[src/rtl/upstream_arbiter.sv]
// Round-robin arbiter granting N_REQ clients serialized access to the upstream trade/order memory.
// Define UPSTREAM_ARB_TIMEOUT_EN to add a write-completion watchdog (WR_TIMEOUT cycles in WAIT).
module upstream_arbiter #(
   parameter int unsigned N_REQ      = 2,
   parameter int unsigned IDX_W      = 7,
   parameter int unsigned DATA_W     = 32,
   parameter int unsigned MEM_DEPTH  = 122,
   parameter int unsigned WR_TIMEOUT = 8
) (
   input  logic                      clk,
   input  logic                      rst,
   input  logic [N_REQ-1:0]          req_valid,
   input  logic [N_REQ-1:0]          req_rw,
   input  logic [N_REQ-1:0]          req_change_max,
   input  logic [N_REQ*IDX_W-1:0]    req_index,
   input  logic [N_REQ*DATA_W-1:0]   req_wdata,
   output logic [N_REQ-1:0]          req_grant,
   output logic [N_REQ-1:0]          rsp_valid,
   output logic [DATA_W-1:0]         rsp_rdata,
   output logic                      rsp_err,
   output logic [IDX_W-1:0]          mem_index,
   output logic                      mem_wr_strobe,
   output logic [DATA_W-1:0]         mem_wdata,
   output logic                      mem_change_max,
   input  logic [DATA_W-1:0]         mem_rdata,
   input  logic                      mem_rd_ready,
   input  logic                      mem_written,
   output logic                      busy,
   output logic [15:0]               txn_count
);

   localparam int unsigned PTR_W = (N_REQ > 1) ? $clog2(N_REQ) : 1;

   typedef enum logic [2:0] {IDLE, RD, WR, WAIT, RESP} state_t;

   if (WR_TIMEOUT == 0) begin : g_bad_cfg
      $error("upstream_arbiter: WR_TIMEOUT must be nonzero");
   end

   state_t              state_q, state_d;
   logic [PTR_W-1:0]    ptr_q, ptr_d;
   logic [PTR_W-1:0]    id_q, id_d;
   logic                err_q, err_d;
   logic                seen_low_q, seen_low_d;
   logic [DATA_W-1:0]   rdata_q, rdata_d;

   logic [N_REQ-1:0]    req_grant_d, rsp_valid_d;
   logic [DATA_W-1:0]   rsp_rdata_d, mem_wdata_d;
   logic                rsp_err_d, mem_wr_strobe_d, mem_change_max_d, busy_d;
   logic [IDX_W-1:0]    mem_index_d;
   logic [15:0]         txn_count_d;

   logic                grant_found;
   logic [PTR_W-1:0]    grant_id;
   logic [IDX_W-1:0]    sel_index;
   logic [DATA_W-1:0]   sel_wdata;

`ifdef UPSTREAM_ARB_TIMEOUT_EN
   localparam int unsigned CNT_W = (WR_TIMEOUT > 1) ? $clog2(WR_TIMEOUT) : 1;
   logic [CNT_W-1:0]    cnt_q, cnt_d;
`endif

   // Round-robin pick: first valid requester at or after the pointer.
   always_comb begin : arb_pick
      int unsigned      cand;
      logic [PTR_W-1:0] cand_p;
      grant_found = 1'b0;
      grant_id    = '0;
      cand        = 0;
      cand_p      = '0;
      for (int unsigned k = 0; k < N_REQ; k++) begin
         cand   = (32'(ptr_q) + k) % N_REQ;
         cand_p = PTR_W'(cand);
         if (!grant_found && req_valid[cand_p]) begin
            grant_found = 1'b1;
            grant_id    = cand_p;
         end
      end
   end

   assign sel_index = req_index[32'(grant_id)*IDX_W +: IDX_W];
   assign sel_wdata = req_wdata[32'(grant_id)*DATA_W +: DATA_W];

   // Next state and next values of all registered outputs.
   always_comb begin : fsm_next
      state_d          = state_q;
      ptr_d            = ptr_q;
      id_d             = id_q;
      err_d            = err_q;
      seen_low_d       = seen_low_q;
      rdata_d          = rdata_q;
      req_grant_d      = '0;
      rsp_valid_d      = '0;
      rsp_rdata_d      = rsp_rdata;
      rsp_err_d        = rsp_err;
      mem_index_d      = mem_index;
      mem_wdata_d      = mem_wdata;
      mem_change_max_d = mem_change_max;
      mem_wr_strobe_d  = 1'b0;
      txn_count_d      = txn_count;
`ifdef UPSTREAM_ARB_TIMEOUT_EN
      cnt_d            = cnt_q;
`endif
      unique case (state_q)
         IDLE: begin
            if (grant_found) begin
               req_grant_d[grant_id] = 1'b1;
               id_d       = grant_id;
               ptr_d      = (grant_id == PTR_W'(N_REQ-1)) ? '0 : grant_id + PTR_W'(1);
               rdata_d    = '0;
               seen_low_d = 1'b0;
`ifdef UPSTREAM_ARB_TIMEOUT_EN
               cnt_d      = '0;
`endif
               if (txn_count != 16'hFFFF) txn_count_d = txn_count + 16'd1;
               if (32'(sel_index) >= MEM_DEPTH) begin
                  err_d   = 1'b1;
                  state_d = RESP;
               end else begin
                  err_d            = 1'b0;
                  mem_index_d      = sel_index;
                  mem_wdata_d      = sel_wdata;
                  mem_change_max_d = req_change_max[grant_id];
                  state_d          = req_rw[grant_id] ? WR : RD;
               end
            end
         end
         RD: begin
            if (mem_rd_ready) begin
               rdata_d = mem_rdata;
               state_d = RESP;
            end
         end
         WR: begin
            mem_wr_strobe_d = 1'b1;
            state_d         = WAIT;
         end
         WAIT: begin
            // A high level only counts once a low has been seen after the strobe.
            if (mem_written && seen_low_q) begin
               state_d = RESP;
            end
`ifdef UPSTREAM_ARB_TIMEOUT_EN
            else if (cnt_q == CNT_W'(WR_TIMEOUT-1)) begin
               err_d   = 1'b1;
               state_d = RESP;
            end else begin
               cnt_d = cnt_q + CNT_W'(1);
            end
`endif
            if (!mem_written) seen_low_d = 1'b1;
         end
         RESP: begin
            rsp_valid_d[id_q] = 1'b1;
            rsp_rdata_d       = rdata_q;
            rsp_err_d         = err_q;
            state_d           = IDLE;
         end
         default: state_d = IDLE;
      endcase
      busy_d = (state_d != IDLE);
   end

   always_ff @(posedge clk) begin
      if (rst) begin
         state_q        <= IDLE;
         ptr_q          <= '0;
         id_q           <= '0;
         err_q          <= 1'b0;
         seen_low_q     <= 1'b0;
         rdata_q        <= '0;
         req_grant      <= '0;
         rsp_valid      <= '0;
         rsp_rdata      <= '0;
         rsp_err        <= 1'b0;
         mem_index      <= '0;
         mem_wr_strobe  <= 1'b0;
         mem_wdata      <= '0;
         mem_change_max <= 1'b0;
         busy           <= 1'b0;
         txn_count      <= '0;
`ifdef UPSTREAM_ARB_TIMEOUT_EN
         cnt_q          <= '0;
`endif
      end else begin
         state_q        <= state_d;
         ptr_q          <= ptr_d;
         id_q           <= id_d;
         err_q          <= err_d;
         seen_low_q     <= seen_low_d;
         rdata_q        <= rdata_d;
         req_grant      <= req_grant_d;
         rsp_valid      <= rsp_valid_d;
         rsp_rdata      <= rsp_rdata_d;
         rsp_err        <= rsp_err_d;
         mem_index      <= mem_index_d;
         mem_wr_strobe  <= mem_wr_strobe_d;
         mem_wdata      <= mem_wdata_d;
         mem_change_max <= mem_change_max_d;
         busy           <= busy_d;
         txn_count      <= txn_count_d;
`ifdef UPSTREAM_ARB_TIMEOUT_EN
         cnt_q          <= cnt_d;
`endif
      end
   end

endmodule

[config.mk]
export PLATFORM = sky130hd
export DESIGN_NAME = upstream_arbiter
export DESIGN_NICKNAME = d
export VERILOG_FILES = /design/src/rtl/upstream_arbiter.sv
export SDC_FILE = /design/constraint.sdc
export NUM_CORES = 1
export LEC_CHECK = 0
export BUFFER_PORTS_ARGS = -buffer_cell sky130_fd_sc_hd__buf_4
export CAP_MARGIN = 20
export CORE_ASPECT_RATIO = 0.75
export CORE_MARGIN = 1
export CORE_UTILIZATION = 52
export DETAILED_ROUTE_END_ITERATION = 12
export MAX_ROUTING_LAYER = met4
export PLACE_DENSITY = 0.89
export SETUP_SLACK_MARGIN = 0.2
export SYNTH_ARGS = -nofsm -noshare
export SYNTH_HDL_FRONTEND = slang
export SYNTH_SLANG_ARGS = --single-unit
[constraint.sdc]
create_clock -name clk -period 4.3 [get_ports clk]
set_input_delay 0.645 -clock clk [delete_from_list [all_inputs] [get_ports clk]]
set_output_delay 0.645 -clock clk [all_outputs]
set_load 0.01 [all_outputs]
==> run summary, run 1 <==
Critical Path End: rdata_q[4]
Remaining Overflow, GRT: 0
Final min period: 2.48 ns
Starting Density: 54.2%
DR DRC count: 0
Synth cell types: 44
Critical Path End Type: flop
clk buf depth: 2
hold buffers post-CTS: 0
clock buffer count from CTS: 17
Reg2Reg Capture Point: rdata_q[4]
worst hold-check path type: reg2reg
Iter 0 DRT Violations: 449
Worst-Skew Late Latency: 0.41 ns
switching part of the total: 30.1%
Slew Limit Fails: 0
Worst EP arrival: 2.80 ns
area delta synth->final: 43.4%
Comb pwr share: 22.9%
multi-input combinational cell area: 0.00243 sq mm
Root Driver: clkbuf_16
post-route clock skew: 0.00899 ns
Final Hold Viols: 0
setup repair bufs after CTS: 0
max_cap viols: 0
initial antenna violation count: 0
DRT Wirelength: 16300 um
RR Startpoint: state_q[0]
Synth Register Bits: 134
ys async rst share: 0%
Ys Warns: 0
Layout fillers: 667
CP Max Fanout: 34
CP Depth: 6
EDFF count, synth: 0
predominant post-synthesis flop cell: dfxtp_1
synthesized area: 0.00532 sq mm
Final setup viols: 0
P_int: 2.73 mW
Wirelength per Cell: 16.1 um
Worst IR Drop VDD: 0.319 mV
clk sinks: 134
RSZ-0062 raised after global routing: false
DRT Pass-1 Iters: 7
vias: 5676
die area: 0.0106 sq mm
Clock power frac: 39.2%
final worst path period share: 57.6%
final hold slack: 0.433 ns
CP max-delay cell: a21o_1
Worst path max stage delay: 0.90 ns
Die Ht: 89.6 um
CP cell instances: nand2b_1 > nor2_2 > buf_4 > a21o_1 > nand3_1 > a21oi_1
WP data required: 4.62 ns
core area: 0.00981 sq mm
Final ANT Viol Nets: 0
Mapped Avg Cell Area: 7.93 sq um
status: finished clean
PostCTS Resize Cnt: 0
sequential power share: 37.9%
delay-heaviest family, CP: compound AO/OA/AOI/OAI gates
largest net degree at the start of global routing: 82
Worst-path clk slew: 0.06 ns
post-route design area: 0.00763 sq mm
Reg area: 0.00268 sq mm
I/O pin count: 215
element type at the critical path start: flop
Cell Pwr Density: 513 mW/mm^2
share of cells above drive strength 1: 30.2%
fin nets: 986
sequential share of the synthesized area: 50.4%
worst rel slew slack: 28.4%
Psw: 1.18 mW
IO Port Bufs: 214
Post-Synthesis Cells: 671
setup TNS: 0 ns
Clock H-tree levels: 4
global-route wire length before repair: 25200 um
total power: 3.91 mW
CP Buf/Inv Count: 1
vias in the first global route: 5289
Post-DP Area: 0.00700 sq mm
Register-to-Register Path Depth: 6
die width: 119 um
Fmax: 0.404 GHz
hpwl dp: 11000 um
vias per inst: 5.62
Static Leak: 3.18 nW
CTS tree: yes
row count: 31
GRT Overall Usage: 31.3%
WS Path Type: reg2reg
Worst-Margin Slew: 1.07 ns
diode count: 0
r2r setup slk: 1.82 ns
routability cong.: 0.885
Syn Nets: 792
critical path launch point: state_q[0]
## power groups by stage
stage / combinational (mW) / clock, mW / sequential, mW
2_1_floorplan: 0.450 / 0 / 1.54
3_5_place_dp: 0.879 / 0 / 1.50
4_1_cts: 0.889 / 1.55 / 1.48
3_3_place_gp: 0.836 / 0 / 1.50
5_1_grt: 0.966 / 1.61 / 1.50
6_report: 0.894 / 1.53 / 1.48
## Yosys cell counts (2+ instances only)
cell / count / area (sq um)
and2_1: 2 / 12.5
nand2b_1: 4 / 25.0
dfxtp_1: 134 / 2680
nor3_1: 11 / 55.1
a21oi_1: 69 / 345
o21ai_0: 5 / 25.0
nor4_1: 6 / 37.5
a31oi_1: 3 / 18.8
nand4_1: 3 / 18.8
buf_2: 7 / 35.0
or4_1: 2 / 15.0
xnor2_1: 8 / 70.1
a311oi_1: 40 / 350
and3_1: 2 / 12.5
nand2_1: 188 / 706
clkbuf_1: 40 / 150
and4_1: 2 / 17.5
nor2_1: 72 / 270
nand3_1: 38 / 190
xor2_1: 5 / 43.8
inv_1: 6 / 22.5
o211ai_1: 2 / 15.0
## worst register-to-register path, cell delays in order (launching register included)
cell	delay (ns)
dfxtp_1	0.46
nand2b_1	0.13
nor2_2	0.09
buf_4	0.35
a21o_1	0.90
nand3_1	0.23
a21oi_1	0.24
## state kept, by name, indices dropped and copies added (netlist names)
register,count
mem_wdata,32
rdata_q,32
rsp_rdata,32
txn_count,16
mem_index,7
state_q,3
req_grant,2
rsp_valid,2
busy,1
err_q,1
id_q,1
mem_change_max,1
mem_wr_strobe,1
ptr_q,1
rsp_err,1
seen_low_q,1
## through the flow
| stage | util, % | worst slack (ns) | std cells |
|---|---|---|---|
| after global placement | 71.0 | 2.01 | 977 |
| after CTS | 77.7 | 1.90 | 1010 |
| final | 77.7 | 1.82 | 1010 |
| after floorplan | - | 2.31 | 671 |
| after global routing | 77.7 | 1.65 | 1010 |
| after detailed placement | 71.3 | 1.87 | 978 |
## worst min-delay path by stage
stage,from,end,slack (ns),cells after the start
after floorplan,id_q,rsp_valid[0],0.40,1
after global placement,id_q,rsp_valid[0],0.42,1
after detailed placement,id_q,rsp_valid[0],0.43,1
after CTS,id_q,rsp_valid[0],0.44,1
after global routing,id_q,rsp_valid[0],0.44,1
final,id_q,rsp_valid[0],0.43,1
## layer usage
| layer | wire length [um] | part of all wire, % | GRT usage (%) |
|---|---|---|---|
| met1 | 6650 | 41 | 35.9 |
| met2 | 8130 | 50 | 53.9 |
| met3 | 1050 | 6.4 | 7.13 |
| met4 | 438 | 2.7 | 13.2 |
| met5 | 0 | 0 | - |
## cell families (layout without fill, tap and decap cells)
family                     count (synthesis)  count (layout)  share of synthesized area [%]
muxes                                      1               1                          0.188
DFF                                      134             134                           50.4
xor gates and xnor gates                  13              13                           2.14
adders and majority gates                  1               1                          0.235
AOI/OAI and AO/OA                        128             128                           15.6
and+or+nand+nor                          339             339                           27.2
buffers and inverters                     55             262                           4.19
## final cells by class
| type | instances | share of cell area [%] |
|---|---|---|
| clock buffers | 17 | 5.58 |
| clock inverters | 15 | 2.66 |
| inverters | 6 | 0.295 |
| multi-input cells | 482 | 31.8 |
| flip-flops and latches | 134 | 35.2 |
| well taps | 132 | 2.17 |
| repair buffers | 224 | 22.3 |
## cell usage in the layout (no fill, tap or decap), types with 8 or more instances in the layout
master / n
nand3_1: 38
buf_4: 223
a311oi_1: 40
nand2_1: 188
a21oi_1: 68
clkbuf_16: 17
dfxtp_1: 134
xnor2_1: 8
nor3_1: 11
nor2_1: 71
No activity file was read; power rests on OpenSTA's default activity.
==> inputs of run 2 (changes only) <==
--- a/config.mk
+++ b/config.mk
@@ -9,10 +9,10 @@
 export CAP_MARGIN = 20
 export CORE_ASPECT_RATIO = 0.75
 export CORE_MARGIN = 1
-export CORE_UTILIZATION = 52
+export CORE_UTILIZATION = 43
 export DETAILED_ROUTE_END_ITERATION = 12
 export MAX_ROUTING_LAYER = met4
-export PLACE_DENSITY = 0.89
+export PLACE_DENSITY = 0.79
 export SETUP_SLACK_MARGIN = 0.2
 export SYNTH_ARGS = -nofsm -noshare
 export SYNTH_HDL_FRONTEND = slang
==> constraint.sdc (replaced) <==
create_clock -name clk -period 2 [get_ports clk]
set_input_delay 0.3 -clock clk [delete_from_list [all_inputs] [get_ports clk]]
set_output_delay 0.3 -clock clk [all_outputs]
set_load 0.01 [all_outputs]
==> run summary, run 2 (synthesis gave the netlist of run 1 again) <==
status: finished clean
Final Hold Viols: 0 (unchanged)
setup TNS: 0 ns (unchanged)
RSZ-0062 raised after global routing: true
met3 usage: 6.03% (-1.1 points)
Clock H-tree levels: 4 (unchanged)
Final setup viols: 0 (unchanged)
max_cap viols: 0 (unchanged)
Remaining Overflow, GRT: 0 (unchanged)
hold buffers post-CTS: 0 (unchanged)
most common cell after layout, fill and taps aside: buf_4
Regs by FF count: mem_wdata: 32 flops, rdata_q: 32 flops, rsp_rdata: 32 flops
WP data required: 2.29 ns (-2.33 ns)
core area: 0.0118 sq mm (+21%)
element type at the critical path start: flop
Slew Limit Fails: 0 (unchanged)
GR Util met1: 34.5% (-1.4 points)
met2 Usage GRT: 40.0% (-14 points)
row count: 34 (+9.7%)
hpwl dp: 10800 um (-1.1%)
final worst path period share: 92.0% (+34 points)
Final min period: 1.84 ns (-0.635 ns)
most frequent cells in the layout: buf_4, nand2_1, dfxtp_1
die width: 130 um (+9.8%)
global-route wire length before repair: 25800 um (+2.2%)
worst hold-check path type: in2reg
CP cell instances: or3_4 > or4b_4 > nor4_4 > xnor2_1 > nor2_1
CTS tree: yes
DRT Pass-1 Iters: 5 (-2)
fin nets: 1021 (+3.5%)
WS Path Type: reg2reg
area delta synth->final: 54.2%
Worst-Skew Late Latency: 0.41 ns (about the same)
Starting Density: 45.0% (-9.2 points)
clock buffer count from CTS: 17 (unchanged)
total power: 8.76 mW (+120%)
initial antenna violation count: 0 (unchanged)
Layout fillers: 985 (+48%)
Worst path max stage delay: 0.60 ns (-0.30 ns)
vias per inst: 5.25 (-6.6%)
vias: 5640 (-0.63%)
clk sinks: 134 (unchanged)
DRT Wirelength: 16800 um (+3.4%)
IO Port Bufs: 214 (unchanged)
routability cong.: 0.922 (+4.2%)
DR DRC count: 0 (unchanged)
Worst-Margin Slew: 0.435 ns (-0.638 ns)
Worst EP arrival: 2.13 ns (-0.67 ns)
largest net degree at the start of global routing: 52 (-37%)
Cell Pwr Density: 1070 mW/mm^2 (+110%)
Static Leak: 3.42 nW (+7.5%)
Worst-path clk slew: 0.06 ns (about the same)
Critical Path End Type: flop
clk buf depth: 2 (unchanged)
GRT Overall Usage: 26.4% (-4.9 points)
I/O pin count: 215 (unchanged)
GR peak layer: met2
diode count: 0 (unchanged)
Wirelength per Cell: 15.7 um (-2.8%)
Final ANT Viol Nets: 0 (unchanged)
vias in the first global route: 5197 (-1.7%)
Iter 0 DRT Violations: 265 (-41%)
share of cells above drive strength 1: 35.3% (+5.1 points)
post-route clock skew: 0.0113 ns (+0.00227 ns)
die area: 0.0128 sq mm (+21%)
worst rel slew slack: 71.0% (+43 points)
CP Max Fanout: 5 (-85%)
Fmax: 0.543 GHz (+35%)
delay-heaviest family, CP: simple AND/OR/NAND/NOR gates
Root Driver: clkbuf_16
CP Buf/Inv Count: 0 (-1)
Worst IR Drop VDD: 0.734 mV (+130%)
Die Ht: 98.3 um (+9.7%)
CP max-delay cell: or4b_4
==> run 2: through the flow <==
step / hold WS, ns / area [sq um] / setup slack (ns) / cells / utilization (%)
2_1_floorplan: 0.388 / 5350 / 0.179 / 671 / -
3_3_place_gp: 0.417 / 7230 / 0.156 / 1024 / 61.1
3_5_place_dp: 0.421 / 7230 / 0.0787 / 1024 / 61.1
4_1_cts: 0.143 / 7990 / 0.165 / 1067 / 67.6
5_1_grt: 0.140 / 8200 / 0.0834 / 1075 / 69.3
6_report: 0.157 / 8200 / 0.160 / 1075 / 69.3
==> run 2: final cells by class <==
type,instances,area (sq um),area share (%)
repair buffers,259,2140,26.1
inverters,6,22.5,0.275
multi-input cells,482,2540,31.0
clock inverters,15,168,2.04
well taps,162,203,2.47
flip-flops and latches,134,2700,32.9
clock buffers,17,425,5.19
==> run 2: path summary, 6_finish.rpt <==
| kind | to | from | cells after the start | slack, ns |
|---|---|---|---|---|
| worst max register to register | txn_count[14] | state_q[0] | 5 | 0.16 |
| worst max-delay path | txn_count[14] | state_q[0] | 5 | 0.16 |
| worst min-delay path | mem_wdata[23] | req_wdata[55] | 3 | 0.16 |
| worst min register to register | rsp_valid[0] | id_q | 1 | 0.43 |
==> run 2: worst min-delay path, delay by kind of cell <==
| family | cells | cell delay (ns) |
|---|---|---|
| buf+inv | 1 | 0.11 |
| compound gates | 1 | 0.07 |
| simple gates | 1 | 0.04 |
==> run 2: where the power goes <==
part           switching, mW  internal, mW
Clock                   1.23          1.87
Sequential             0.192          2.99
Combinational           1.27          1.21
Total                   2.69          6.07
==> run 2: metal layers <==
| layer | wire length [um] | vias up |
|---|---|---|
| met4 | 238 | 0 |
| met5 | 0 | - |
| li1 | - | 2762 |
| met2 | 7940 | 212 |
| met3 | 1120 | 22 |
| met1 | 7540 | 2644 |
==> run 2: timing repair <==
action,CTS,global route
gates resized for setup,12,21
setup endpoints to repair,79,87
cloned,2,3
pin swaps,5,29
hold endpoints to repair,0,0
buffers inserted,9,5
